## src/rtl/count_monitor_pkg.sv

```systemverilog
// count_monitor_pkg: shared types and default constants for count_monitor.
//   DEF_WIDTH          default width of the monitored count
//   DEF_STABLE_CYCLES  default number of equal samples needed before accept
//   DEF_WRAPW          default width of the saturating wrap counter
//   state_e            arm/hit FSM state encoding
package count_monitor_pkg;

   localparam int unsigned DEF_WIDTH         = 4;
   localparam int unsigned DEF_STABLE_CYCLES = 2;
   localparam int unsigned DEF_WRAPW         = 8;

   typedef enum logic [1:0] {
      IDLE  = 2'd0,
      ARMED = 2'd1,
      HIT   = 2'd2
   } state_e;

endpackage

```

## src/rtl/count_monitor_stable_sampler.sv

```systemverilog
// stable_sampler: double-samples a possibly mid-transition count into the clk
// domain and flags a value as acceptable once it has held for STABLE_CYCLES.
// Ports:
//   clk, rst      rising-edge clock, async active-high reset
//   sample_in     raw count value
//   current       currently accepted value (owned by the parent)
//   accept_valid  combinational: accept s2 at the coming edge
//   accept_value  value to accept (s2)
module stable_sampler
   import count_monitor_pkg::*;
#(
   parameter int unsigned WIDTH         = DEF_WIDTH,
   parameter int unsigned STABLE_CYCLES = DEF_STABLE_CYCLES
) (
   input  logic             clk,
   input  logic             rst,
   input  logic [WIDTH-1:0] sample_in,
   input  logic [WIDTH-1:0] current,
   output logic             accept_valid,
   output logic [WIDTH-1:0] accept_value
);

   localparam int unsigned CNTW = $clog2(STABLE_CYCLES + 1);
   localparam logic [CNTW-1:0] STAB_MAX = CNTW'(STABLE_CYCLES);

   logic [WIDTH-1:0] s1_q, s2_q;
   logic [CNTW-1:0]  stab_cnt_q, stab_cnt_d;

   always_comb begin
      stab_cnt_d = '0;
      if (s1_q == s2_q) begin
         stab_cnt_d = (stab_cnt_q == STAB_MAX) ? stab_cnt_q : stab_cnt_q + CNTW'(1);
      end
   end

   // Accept on the edge where the stability count reaches its target, so a
   // steady input shows up on count_stable 2+STABLE_CYCLES edges after it appears.
   assign accept_valid = (stab_cnt_d == STAB_MAX) && (s2_q != current);
   assign accept_value = s2_q;

   always_ff @(posedge clk or posedge rst) begin
      if (rst) begin
         s1_q       <= '0;
         s2_q       <= '0;
         stab_cnt_q <= '0;
      end else begin
         s1_q       <= sample_in;
         s2_q       <= s1_q;
         stab_cnt_q <= stab_cnt_d;
      end
   end

endmodule

```

## src/rtl/count_monitor.sv

```systemverilog
// count_monitor: accepts stable values of a ripple-counter output, flags
// threshold matches and wrap-arounds, counts wraps and runs an arm/hit FSM.
// Ports:
//   clk, rst      rising-edge clock, async active-high reset
//   count_in      raw counter value; en_in counter enable
//   threshold     match value; clr_event clears hit state, wrap_cnt and irq
//   count_stable  last accepted value; update/match/wrap one-cycle pulses
//   wrap_cnt      saturating wrap count; hit FSM-in-HIT; irq sticky interrupt
// Build option: define COUNT_MONITOR_IRQ_EN to build the irq register,
// otherwise irq is tied to 0.
module count_monitor
   import count_monitor_pkg::*;
#(
   parameter int unsigned WIDTH         = DEF_WIDTH,
   parameter int unsigned STABLE_CYCLES = DEF_STABLE_CYCLES,
   parameter int unsigned WRAPW         = DEF_WRAPW
) (
   input  logic             clk,
   input  logic             rst,
   input  logic [WIDTH-1:0] count_in,
   input  logic             en_in,
   input  logic [WIDTH-1:0] threshold,
   input  logic             clr_event,
   output logic [WIDTH-1:0] count_stable,
   output logic             update,
   output logic             match,
   output logic             wrap,
   output logic [WRAPW-1:0] wrap_cnt,
   output logic             hit,
   output logic             irq
);

   logic             accept_valid;
   logic [WIDTH-1:0] accept_value;
   logic             is_match, is_wrap;

   logic [WIDTH-1:0] count_stable_q, count_stable_d;
   logic             update_q, update_d;
   logic             match_q, match_d;
   logic             wrap_q, wrap_d;
   logic [WRAPW-1:0] wrap_cnt_q, wrap_cnt_d;
   state_e           state_q, state_d;

   stable_sampler #(
      .WIDTH         (WIDTH),
      .STABLE_CYCLES (STABLE_CYCLES)
   ) u_sampler (
      .clk          (clk),
      .rst          (rst),
      .sample_in    (count_in),
      .current      (count_stable_q),
      .accept_valid (accept_valid),
      .accept_value (accept_value)
   );

   assign is_match = accept_valid && (accept_value == threshold);
   assign is_wrap  = accept_valid && (accept_value < count_stable_q);

   always_comb begin
      count_stable_d = count_stable_q;
      update_d       = accept_valid;
      match_d        = is_match;
      wrap_d         = is_wrap;
      if (accept_valid) begin
         count_stable_d = accept_value;
      end

      // A wrap in the clearing cycle is still counted.
      wrap_cnt_d = wrap_cnt_q;
      if (clr_event) begin
         wrap_cnt_d = WRAPW'(is_wrap);
      end else if (is_wrap && (wrap_cnt_q != '1)) begin
         wrap_cnt_d = wrap_cnt_q + WRAPW'(1);
      end

      state_d = state_q;
      unique case (state_q)
         IDLE:  if (en_in) state_d = ARMED;
         ARMED: begin
            if (is_match)    state_d = HIT;
            else if (!en_in) state_d = IDLE;
         end
         HIT:   if (clr_event) state_d = en_in ? ARMED : IDLE;
         default: state_d = IDLE;
      endcase
   end

   always_ff @(posedge clk or posedge rst) begin
      if (rst) begin
         count_stable_q <= '0;
         update_q       <= 1'b0;
         match_q        <= 1'b0;
         wrap_q         <= 1'b0;
         wrap_cnt_q     <= '0;
         state_q        <= IDLE;
      end else begin
         count_stable_q <= count_stable_d;
         update_q       <= update_d;
         match_q        <= match_d;
         wrap_q         <= wrap_d;
         wrap_cnt_q     <= wrap_cnt_d;
         state_q        <= state_d;
      end
   end

   assign count_stable = count_stable_q;
   assign update       = update_q;
   assign match        = match_q;
   assign wrap         = wrap_q;
   assign wrap_cnt     = wrap_cnt_q;
   assign hit          = (state_q == HIT);

`ifdef COUNT_MONITOR_IRQ_EN
   logic irq_q, irq_d;

   // Set wins over clear when a pulse and clr_event coincide.
   always_comb begin
      irq_d = irq_q;
      if (match_q || wrap_q) begin
         irq_d = 1'b1;
      end else if (clr_event) begin
         irq_d = 1'b0;
      end
   end

   always_ff @(posedge clk or posedge rst) begin
      if (rst) begin
         irq_q <= 1'b0;
      end else begin
         irq_q <= irq_d;
      end
   end

   assign irq = irq_q;
`else
   assign irq = 1'b0;
`endif

endmodule

```

## config.mk

```make
export PLATFORM = sky130hd
export DESIGN_NAME = count_monitor
export DESIGN_NICKNAME = d
export VERILOG_FILES = /design/src/rtl/count_monitor_pkg.sv /design/src/rtl/count_monitor_stable_sampler.sv /design/src/rtl/count_monitor.sv
export SDC_FILE = /design/constraint.sdc
export NUM_CORES = 1
export LEC_CHECK = 0
export CORE_MARGIN = 5
export CORE_UTILIZATION = 53
export DETAILED_ROUTE_END_ITERATION = 12
export GPL_TIMING_DRIVEN = 0
export PLACE_DENSITY = 0.83
export SYNTH_ARGS = -nofsm -noshare
export SYNTH_HDL_FRONTEND = slang
export SYNTH_SLANG_ARGS = --single-unit
```

## constraint.sdc

```tcl
create_clock -name clk -period 5.3 [get_ports clk]
set_input_delay 1.06 -clock clk [delete_from_list [all_inputs] [get_ports clk]]
set_output_delay 1.06 -clock clk [all_outputs]
set_load 0.03 [all_outputs]
```

# --- Word level (Yosys, flattened, before mapping) ---
# Index checks and enable logic that the tools add are counted.
totals:
  register_bits: 27
  latch_bits: 0
  input_bits: 12
  mem_bits_ro: 0
  word_cells: 40
  n_memories: 0
  ram_bits: 0
op_classes:
  n_reduce_logical: 7
  addsub: 2
  n_mul: 0
  div_mod_pow: 0
  muxes: 10
  n_shift: 0
  n_eq_ne: 11
  magnitude_cmp: 1
  bitwise_logic: 0
op_table:
  columns: ["operator", "n"]
  rows:
  - ["8-bit two-way mux", 2]
  - ["2-bit two-way mux", 6]
  - ["8-bit by 1-bit adder with 8-bit output, second input constant", 1]
  - ["4-bit equality test", 2]
  - ["8-bit != test, second input constant", 1]
  - ["2-bit equality test, second input constant", 3]
  - ["2-bit case mux with 3 select lines", 1]
  - ["1-bit logical AND", 4]
  - ["4-bit < comparator", 1]
  - ["2-bit != test, second input constant", 2]
  - ["4-bit != test", 1]
  - ["3-bit != test, second input constant", 1]
  - ["3-bit AND reduction", 1]
  - ["2-bit by 1-bit adder with 2-bit output, second input constant", 1]
  - ["2-bit by 1-bit equality test with 1-bit output, second input constant", 1]
  - ["2-bit logical NOT", 1]
  - ["2-bit nonzero test", 1]
  - ["1-bit two-way mux", 1]

# --- Longest topological paths before layout ---
# Gate-level depths: netlist (run 1).
logic_depth:
  word_depth: 9
  mapped_depth: 8
  ltp_nobuf: 7

# --- By module ---
# A second synthesis (run 1) with hierarchy kept.
hier_totals:
  cells_unflattened: 120
  hier_area_um2: 1301.2
by_module_without_submodules:
  columns: ["mod", "cells_per_inst", "seq_area_each_um2", "area_per_inst_um2", "instances"]
  rows:
  - ["count_monitor", 93, 425.4, 914.6, 1]
  - ["stable_sampler", 27, 250.2, 386.6, 1]

# --- Worst setup path before layout (run 1) ---
# No wires, ideal clock.
synth_path:
  path_type: "reg-to-reg"
  from: "register count_stable_q[2] (netlist: count_stable[2])"
  to: "register wrap_cnt_q[2] (netlist: wrap_cnt[2])"
  path_stages_with_launch: 9
  synth_period_minus_slack_ps: 2168
  path_buffers: 1
  setup_time_ps: 125
  setup_slack_ps: 3132
  arrival_time_ps: 2044
  required_time_ps: 5175
  cell_sequence: "dfrtp_1 > inv_1 > ha_1 > o21ai_0 > a21oi_1 > or2_1 > buf_6 > nor4b_1 > mux2_2"
synth_via:
  elab_chain_cells: 5
synth_lines:
  columns: ["element", "line_no", "source"]
  rows:
  - ["from (decl)", "count_monitor.sv:37", "logic [WIDTH-1:0] count_stable_q, count_stable_d;"]
  - ["from (signal assigned)", "count_monitor.sv:97", "count_stable_q <= count_stable_d;"]
  - ["branches (longest 2 deep; another with 4-bit < comparator)", null, null]
  - ["1-bit logical AND (*)", "count_monitor.sv:57", "assign is_wrap = accept_valid && (accept_value < count_stable_q);"]
  - ["1-bit logical AND (*)", "count_monitor.sv:72", "end else if (is_wrap && (wrap_cnt_q != '1)) begin"]
  - ["2-bit nonzero test (no source line) (*)", null, null]
  - ["to (signal assigned)", "count_monitor.sv:101", "wrap_cnt_q <= wrap_cnt_d;"]
  - ["to (decl)", "count_monitor.sv:41", "logic [WRAPW-1:0] wrap_cnt_q, wrap_cnt_d;"]
# Mark *: on every way between the ends.
# A chain may end at the register's enable or synchronous reset.

# --- Final worst setup path (run 1) ---
layout_path:
  from: "register state_q[0]"
  to: "output hit"
layout_via:
  elab_chain_cells: 1
layout_lines:
  columns: ["element", "line_no", "source"]
  rows:
  - ["from (decl)", "count_monitor.sv:42", "state_e state_q, state_d;"]
  - ["from (signal assigned)", "count_monitor.sv:102", "state_q <= state_d;"]
  - ["2-bit equality test", "count_monitor.sv:111", "assign hit = (state_q == HIT);"]
  - ["to (decl)", "count_monitor.sv:29", "output logic hit,"]
# No other way between the ends.

==> qor.tcl, run 1 <==
set qor(outcome) {completed}
set qor(fin_setup_tns_ns) 0
set qor(layout.nets) 168
set qor(yosysWarningCount) 0
set qor(worst_setup_path_type) {reg2out}
set qor(detailed_place_hpwl_um) 1900
set qor(drive_above_1_share_pct) 8.72
set qor(path_max_fanout) 4
set qor(finalSetupViolCount) 0
set qor(placement_rows) 18
set qor(worst_hold_startpoint) {u_sampler.s1_q[0]}
set qor(cells_after_synthesis) 118
set qor(core_area_mm2) 0.00241
set qor(worstHoldEndpoint) {u_sampler.accept_value[0]}
set qor(count_of_buffers_added_by_post_cts_timing_repair_for_setup) 0
set qor(count_of_non_filler_cells_in_the_finished_layout) 179
set qor(slew_headroom_pct) 34.0
set qor(share_of_total_power_consumed_by_net_switching_pct) 22.8
set qor(slew_violations) 0
set qor(cts_root_buf) {clkbuf_4}
set qor(worstPathRequired_ns) 4.24
set qor(power_frac_clock_pct) 25.1
set qor(unrepaired_setup_endpoints_after_global_routing) {false}
set qor(global_route_wire_length_before_repair_um) 4210
set qor(totalWireLength_um) 2490
set qor(synth_fp_nets) 136
set qor(netlist-cell-type-count) 37
set qor(power.ir.vdd_worst_v) 0.000186
set qor(reg2reg_slack_ns) 3.05
set qor(timing.rr.start) {u_sampler.accept_value[3]}
set qor(post-route-period-util_pct) 49.3
set qor(worst_pin_slew_ns) 0.988
set qor(synth-edff-count) 0
set qor(post_syn_area_per_cell_um2) 11.1
set qor(synth.area.top_cells) {dfrtp_1 52%, ha_1 5.7%, mux2_2 4.3%}
set qor(synth.ff_latch_count) 27
set qor(port_buffers) 27
set qor(leakage_nw) 0.700
set qor(die_h_um) 59.6
set qor(drv.max_cap_violation_count) 0
set qor(gp_routability_congestion) 0.770
set qor(num_vias) 970
set qor(worst-endpoint-arrival_ns) 1.55
set qor(initial_utilization_pct) 54.2
set qor(detail_route.iter0.violations) 9
set qor(gr-usage-all-layers_pct) 15.6
set qor(timing.critical_path.to_type) {primary output}
set qor(wl_per_cell_um) 13.9
set qor(postRouteAntennaNets) 0
set qor(antenna_cells) 0
set qor(syn_to_final_growth_pct) 25.6
set qor(final.setup_skew_ns) 0.00561
set qor(multi_input_area_um2) 569
set qor(synth-async-reset-ratio_pct) 100
set qor(final_hold_viol_count) 0
set qor(power.internal_uw) 258
set qor(tritoncts_clock_tree) {done}
set qor(drc) 0
set qor(post_cts.resized_instances) 0
set qor(path_clk_slew_ns) 0.13
set qor(synth_top_area_share_pct) 51.7
set qor(holdCritPathClass) {reg2reg}
set qor(grt.overflow.total) 0
set qor(hold_path_depth) 0
set qor(critical_path.reg2reg.endpoint) {wrap_cnt[3]}
set qor(synth_sequential_area_ratio_pct) 51.7
set qor(critical_path.startpoint_type) {flop}
set qor(cell_taking_the_most_area_after_synthesis) {dfrtp_1}
set qor(vias_per_cell) 5.42
set qor(number_of_global_route_vias_before_repair) 968
set qor(power_density_mw_per_mm2) 204
set qor(detail_route.first_pass.iterations) 4
set qor(numPlacedInstances) 175
set qor(grt_start_max_net_pins) 28
set qor(n_fill_cell) 199
set qor(comb_power_share_pct) 10.7
set qor(power_switching_uw) 76.4
set qor(seqPwrFrac_pct) 64.2
set qor(htree_levels) 1
set qor(antenna_violations_before_repair) 0
set qor(numCtsBuffers) 3
set qor(floorplan.die.width_um) 59.6
set qor(clock_path_buffers) 2
set qor(worstRegToRegCells) 6
set qor(regArea_um2) 676
set qor(synth.cell_area_mm2) 0.00131
set qor(io_pins) 29
set qor(fp.dieArea_mm2) 0.00356
set qor(timing.final.crit_period_ns) 2.61
set qor(cts.hold.buffers_added) 0
set qor(total_power_uw) 334
set qor(fmax_ghz) 0.383
set qor(clkSinkCount) 27
set qor(synth-main-ff-cell) {dfrtp_1}
set qor(clock_insertion_delay_worst_skew_ns) 0.31
## power by group through the flow
stage	Combinational, mW	Sequential [mW]	Clock, mW
after CTS	0.0364	0.215	0.0892
after global routing	0.0402	0.216	0.100
final	0.0357	0.215	0.0838
after global placement	0.0352	0.218	0
after detailed placement	0.0360	0.219	0
after floorplan	0.0209	0.219	0
## worst max-delay path: stages, from the launching register on
cell and delay [ns]:
dfrtp_1 0.43, nor2b_1 0.13, clkdlybuf4s50_1 0.68
## routing by layer
| layer | GRT usage, % | routed length, um | vias up | part of all wire (%) |
|---|---|---|---|---|
| met5 | 0 | 0 | - | 0 |
| met4 | 5.70 | 25 | 0 | 1.0 |
| met3 | 2.18 | 103 | 4 | 4.1 |
| met2 | 27.9 | 1300 | 16 | 52 |
| met1 | 18.9 | 1060 | 476 | 42 |
| li1 | - | - | 474 | - |
## state kept, by name (all words and copies together) (netlist names)
name and count:
update 1, u_sampler.stab_cnt_q 2, wrap_cnt 8, u_sampler.s1_q 4
u_sampler.accept_value 4, match 1, wrap 1, state_q 2
count_stable 4
## cell usage in the layout (no fill, tap or decap), drive strengths merged
| master | synthesis | routed |
|---|---|---|
| a21oi | 5 | 5 |
| a41oi | 1 | 1 |
| and3 | 2 | 2 |
| and4 | 2 | 2 |
| buf | 3 | 3 |
| clkbuf | 2 | 6 |
| clkdlybuf4s50 | 0 | 27 |
| conb | 1 | 1 |
| dfrtp | 27 | 27 |
| ha | 6 | 6 |
| inv | 8 | 8 |
| mux2 | 5 | 5 |
| mux2i | 1 | 1 |
| nand2 | 3 | 3 |
| nand2b | 7 | 7 |
| nand3 | 1 | 1 |
| nand3b | 1 | 1 |
| nand4 | 3 | 3 |
| nand4b | 1 | 1 |
| nor2 | 6 | 6 |
| nor2b | 3 | 3 |
| nor3 | 2 | 2 |
| nor4 | 1 | 1 |
| nor4b | 1 | 1 |
| o21ai | 4 | 4 |
| o21bai | 1 | 1 |
| o2bb2ai | 1 | 1 |
| o31ai | 3 | 3 |
| o32ai | 1 | 1 |
| or2 | 1 | 1 |
| or3 | 2 | 2 |
| or4 | 4 | 4 |
| or4b | 1 | 1 |
| xnor2 | 4 | 4 |
| xor2 | 4 | 4 |
## cells in the mapped netlist (4+ instances only)
| master | count |
|---|---|
| a21oi_1 | 5 |
| nor2_1 | 6 |
| mux2_2 | 5 |
| ha_1 | 6 |
| inv_1 | 8 |
| nand2b_1 | 7 |
| xnor2_1 | 4 |
| o21ai_0 | 4 |
| dfrtp_1 | 27 |
| or4_1 | 4 |
| xor2_1 | 4 |
## cells by family after synthesis
| logic type | Yosys count | share of synthesized area, % |
|---|---|---|
| compound gates | 16 | 7.76 |
| xor+xnor | 8 | 5.36 |
| flops | 27 | 51.7 |
| simple gates | 41 | 19.3 |
| fa+ha+maj | 6 | 5.75 |
| mux | 6 | 5.08 |
| other cells | 1 | 0.287 |
| buf+inv | 13 | 4.69 |
## how the worst max path moves through the flow
stage,start,to
detailed placement,clr_event,wrap_cnt[2]
floorplan,count_stable[2],wrap_cnt[2]
global placement,clr_event,wrap_cnt[3]
global route,state_q[0],hit
CTS,state_q[0],hit
finish,state_q[0],hit
## layout make-up
type	count	share of cell area, %
plain buffers	5	1.91
clock buffers	4	1.60
inverters	8	1.83
multi-input cells	78	34.7
flip-flops and latches	27	41.2
well taps	30	2.29
repair buffers	27	16.5
## stage by stage
step                worst slack (ns)  hold slack (ns)  utilization, %  area [um^2]
floorplan                       3.13            0.372               -         1310
global placement                2.90            0.377            67.0         1610
detailed placement              2.86            0.384            67.0         1610
CTS                             2.68            0.415            68.1         1640
global route                    2.62            0.433            68.1         1640
finish                          2.69            0.411            68.1         1640
Power figures use the tool's default switching activity.
==> inputs of run 2 (changes only) <==
--- a/config.mk
+++ b/config.mk
@@ -6,10 +6,10 @@
 export NUM_CORES = 1
 export LEC_CHECK = 0
 export CORE_MARGIN = 5
-export CORE_UTILIZATION = 53
+export CORE_UTILIZATION = 49
 export DETAILED_ROUTE_END_ITERATION = 12
 export GPL_TIMING_DRIVEN = 0
-export PLACE_DENSITY = 0.83
+export PLACE_DENSITY = 0.78
 export SYNTH_ARGS = -nofsm -noshare
 export SYNTH_HDL_FRONTEND = slang
 export SYNTH_SLANG_ARGS = --single-unit
==> constraint.sdc (replaced) <==
create_clock -name clk -period 2.7 [get_ports clk]
set_input_delay 0.54 -clock clk [delete_from_list [all_inputs] [get_ports clk]]
set_output_delay 0.54 -clock clk [all_outputs]
set_load 0.03 [all_outputs]
==> qor.tcl, run 2 (synthesis results as in run 1) <==
set qor(fp.dieArea_mm2) 0.00380
set qor(finalSetupViolCount) 0
set qor(antenna_cells) 0
set qor(critical_path.reg2reg.endpoint) {wrap_cnt[3]}
set qor(post-route-period-util_pct) 82.7
set qor(worst-endpoint-arrival_ns) 2.45
set qor(floorplan.die.width_um) 61.6
set qor(num_vias) 988
set qor(vias_per_cell) 5.52
set qor(postRouteAntennaNets) 0
set qor(grt_start_max_net_pins) 28
set qor(initial_utilization_pct) 51.8
set qor(drc) 0
set qor(power.ir.vdd_worst_v) 0.000387
set qor(outcome) {completed}
set qor(antenna_violations_before_repair) 0
set qor(port_buffers) 27
set qor(totalWireLength_um) 2620
set qor(hold_path_depth) 0
set qor(leakage_nw) 0.700
set qor(most_frequent_cells_in_the_layout) {27 x dfrtp_1, 27 x clkdlybuf4s50_1, 8 x inv_1}
set qor(worstHoldEndpoint) {u_sampler.accept_value[3]}
set qor(path_clk_slew_ns) 0.14
set qor(fin_setup_tns_ns) 0
set qor(numCtsBuffers) 3
set qor(unrepaired_setup_endpoints_after_global_routing) {false}
set qor(slew_headroom_pct) 33.0
set qor(detail_route.iter0.violations) 27
set qor(clock_path_buffers) 2
set qor(regArea_um2) 676
set qor(timing.critical_path.to_type) {flop}
set qor(detail_route.first_pass.iterations) 4
set qor(core_area_mm2) 0.00252
set qor(global_route_wire_length_before_repair_um) 4270
set qor(layout.nets) 168
set qor(slew_violations) 0
set qor(worst_hold_startpoint) {u_sampler.s1_q[3]}
set qor(syn_to_final_growth_pct) 25.6
set qor(critical_path.startpoint_type) {flop}
set qor(worstPathRequired_ns) 2.92
set qor(drive_above_1_share_pct) 8.72
set qor(holdCritPathClass) {reg2reg}
set qor(reg2reg_slack_ns) 0.47
set qor(cts.hold.buffers_added) 0
set qor(worst_setup_path_type) {reg2reg}
set qor(final_hold_viol_count) 0
set qor(numPlacedInstances) 175
set qor(power_density_mw_per_mm2) 404
set qor(count_of_non_filler_cells_in_the_finished_layout) 179
set qor(total_power_uw) 663
set qor(cts_root_buf) {clkbuf_4}
set qor(number_of_global_route_vias_before_repair) 977
set qor(drv.max_cap_violation_count) 0
set qor(multi_input_area_um2) 569
set qor(timing.rr.start) {u_sampler.accept_value[3]}
set qor(n_fill_cell) 221
set qor(tritoncts_clock_tree) {done}
set qor(timing.final.crit_period_ns) 2.23
set qor(largest_register_ffs) 8
set qor(worstRegToRegCells) 6
set qor(gp_routability_congestion) 0.776
set qor(fmax_ghz) 0.448
set qor(grt.overflow.total) 0
set qor(placement_rows) 18
set qor(gr-usage-all-layers_pct) 15.5
set qor(clock_insertion_delay_worst_skew_ns) 0.32
set qor(die_h_um) 61.6
set qor(io_pins) 29
set qor(count_of_buffers_added_by_post_cts_timing_repair_for_setup) 0
set qor(detailed_place_hpwl_um) 1990
set qor(htree_levels) 1
set qor(worst_pin_slew_ns) 1.00
set qor(path_max_fanout) 10
set qor(post_cts.resized_instances) 0
set qor(final.setup_skew_ns) 0.00453
set qor(wl_per_cell_um) 14.6
set qor(clkSinkCount) 27
## run 2: cell counts in the layout (fill, tap and decap cells not counted)
No cell type changed its count.
## run 2: stage by stage
stage	area [um^2]	utilization (%)	hold slack, ns	setup slack (ns)
final	1640	65.0	0.411	0.466
after global routing	1640	65.0	0.429	0.353
after CTS	1640	65.0	0.416	0.470
after detailed placement	1610	64.0	0.385	0.504
after global placement	1610	64.0	0.378	0.545
after floorplan	1310	-	0.372	0.532
## run 2: worst max path at each step
stage                                    startpoint          end  slack [ns]
after floorplan                     count_stable[2]  wrap_cnt[2]        0.53
after global placement    u_sampler.accept_value[3]  wrap_cnt[3]        0.54
after detailed placement  u_sampler.accept_value[3]  wrap_cnt[3]        0.50
after CTS                 u_sampler.accept_value[3]  wrap_cnt[3]        0.47
after global routing                count_stable[3]  wrap_cnt[2]        0.35
final                     u_sampler.accept_value[3]  wrap_cnt[3]        0.47
## run 2: cell type report
| cell class | instances | share of cell area (%) |
|---|---|---|
| Inverter | 8 | 1.83 |
| Multi-Input combinational cell | 78 | 34.7 |
| Sequential cell | 27 | 41.2 |
| Timing Repair Buffer | 27 | 16.5 |
| Clock buffer | 4 | 1.60 |
| Buffer | 5 | 1.91 |
| Tap cell | 30 | 2.29 |
## run 2: per-layer routing
metal  share of wire (%)  routed length [um]  up-vias  GRT usage [%]
met4                 1.8                  47        0           6.36
met5                   0                   0        -              0
li1                    -                   -      478              -
met2                  49                1290       30           25.7
met1                  44                1150      475           20.0
met3                 5.0                 130        5           2.73
## run 2: power by group
part	internal [mW]	total [mW]	switching, mW
registers	0.413	0.421	0.00808
logic	0.0354	0.0715	0.0361
clock network	0.0579	0.171	0.113
## run 2: critical path, stage by stage (launching register included)
cell      delay (ns)
dfrtp_1         0.45
ha_1            0.31
a41oi_1         0.22
nand4_1         0.14
clkbuf_1        0.25
nor4_1          0.39
mux2_2          0.37
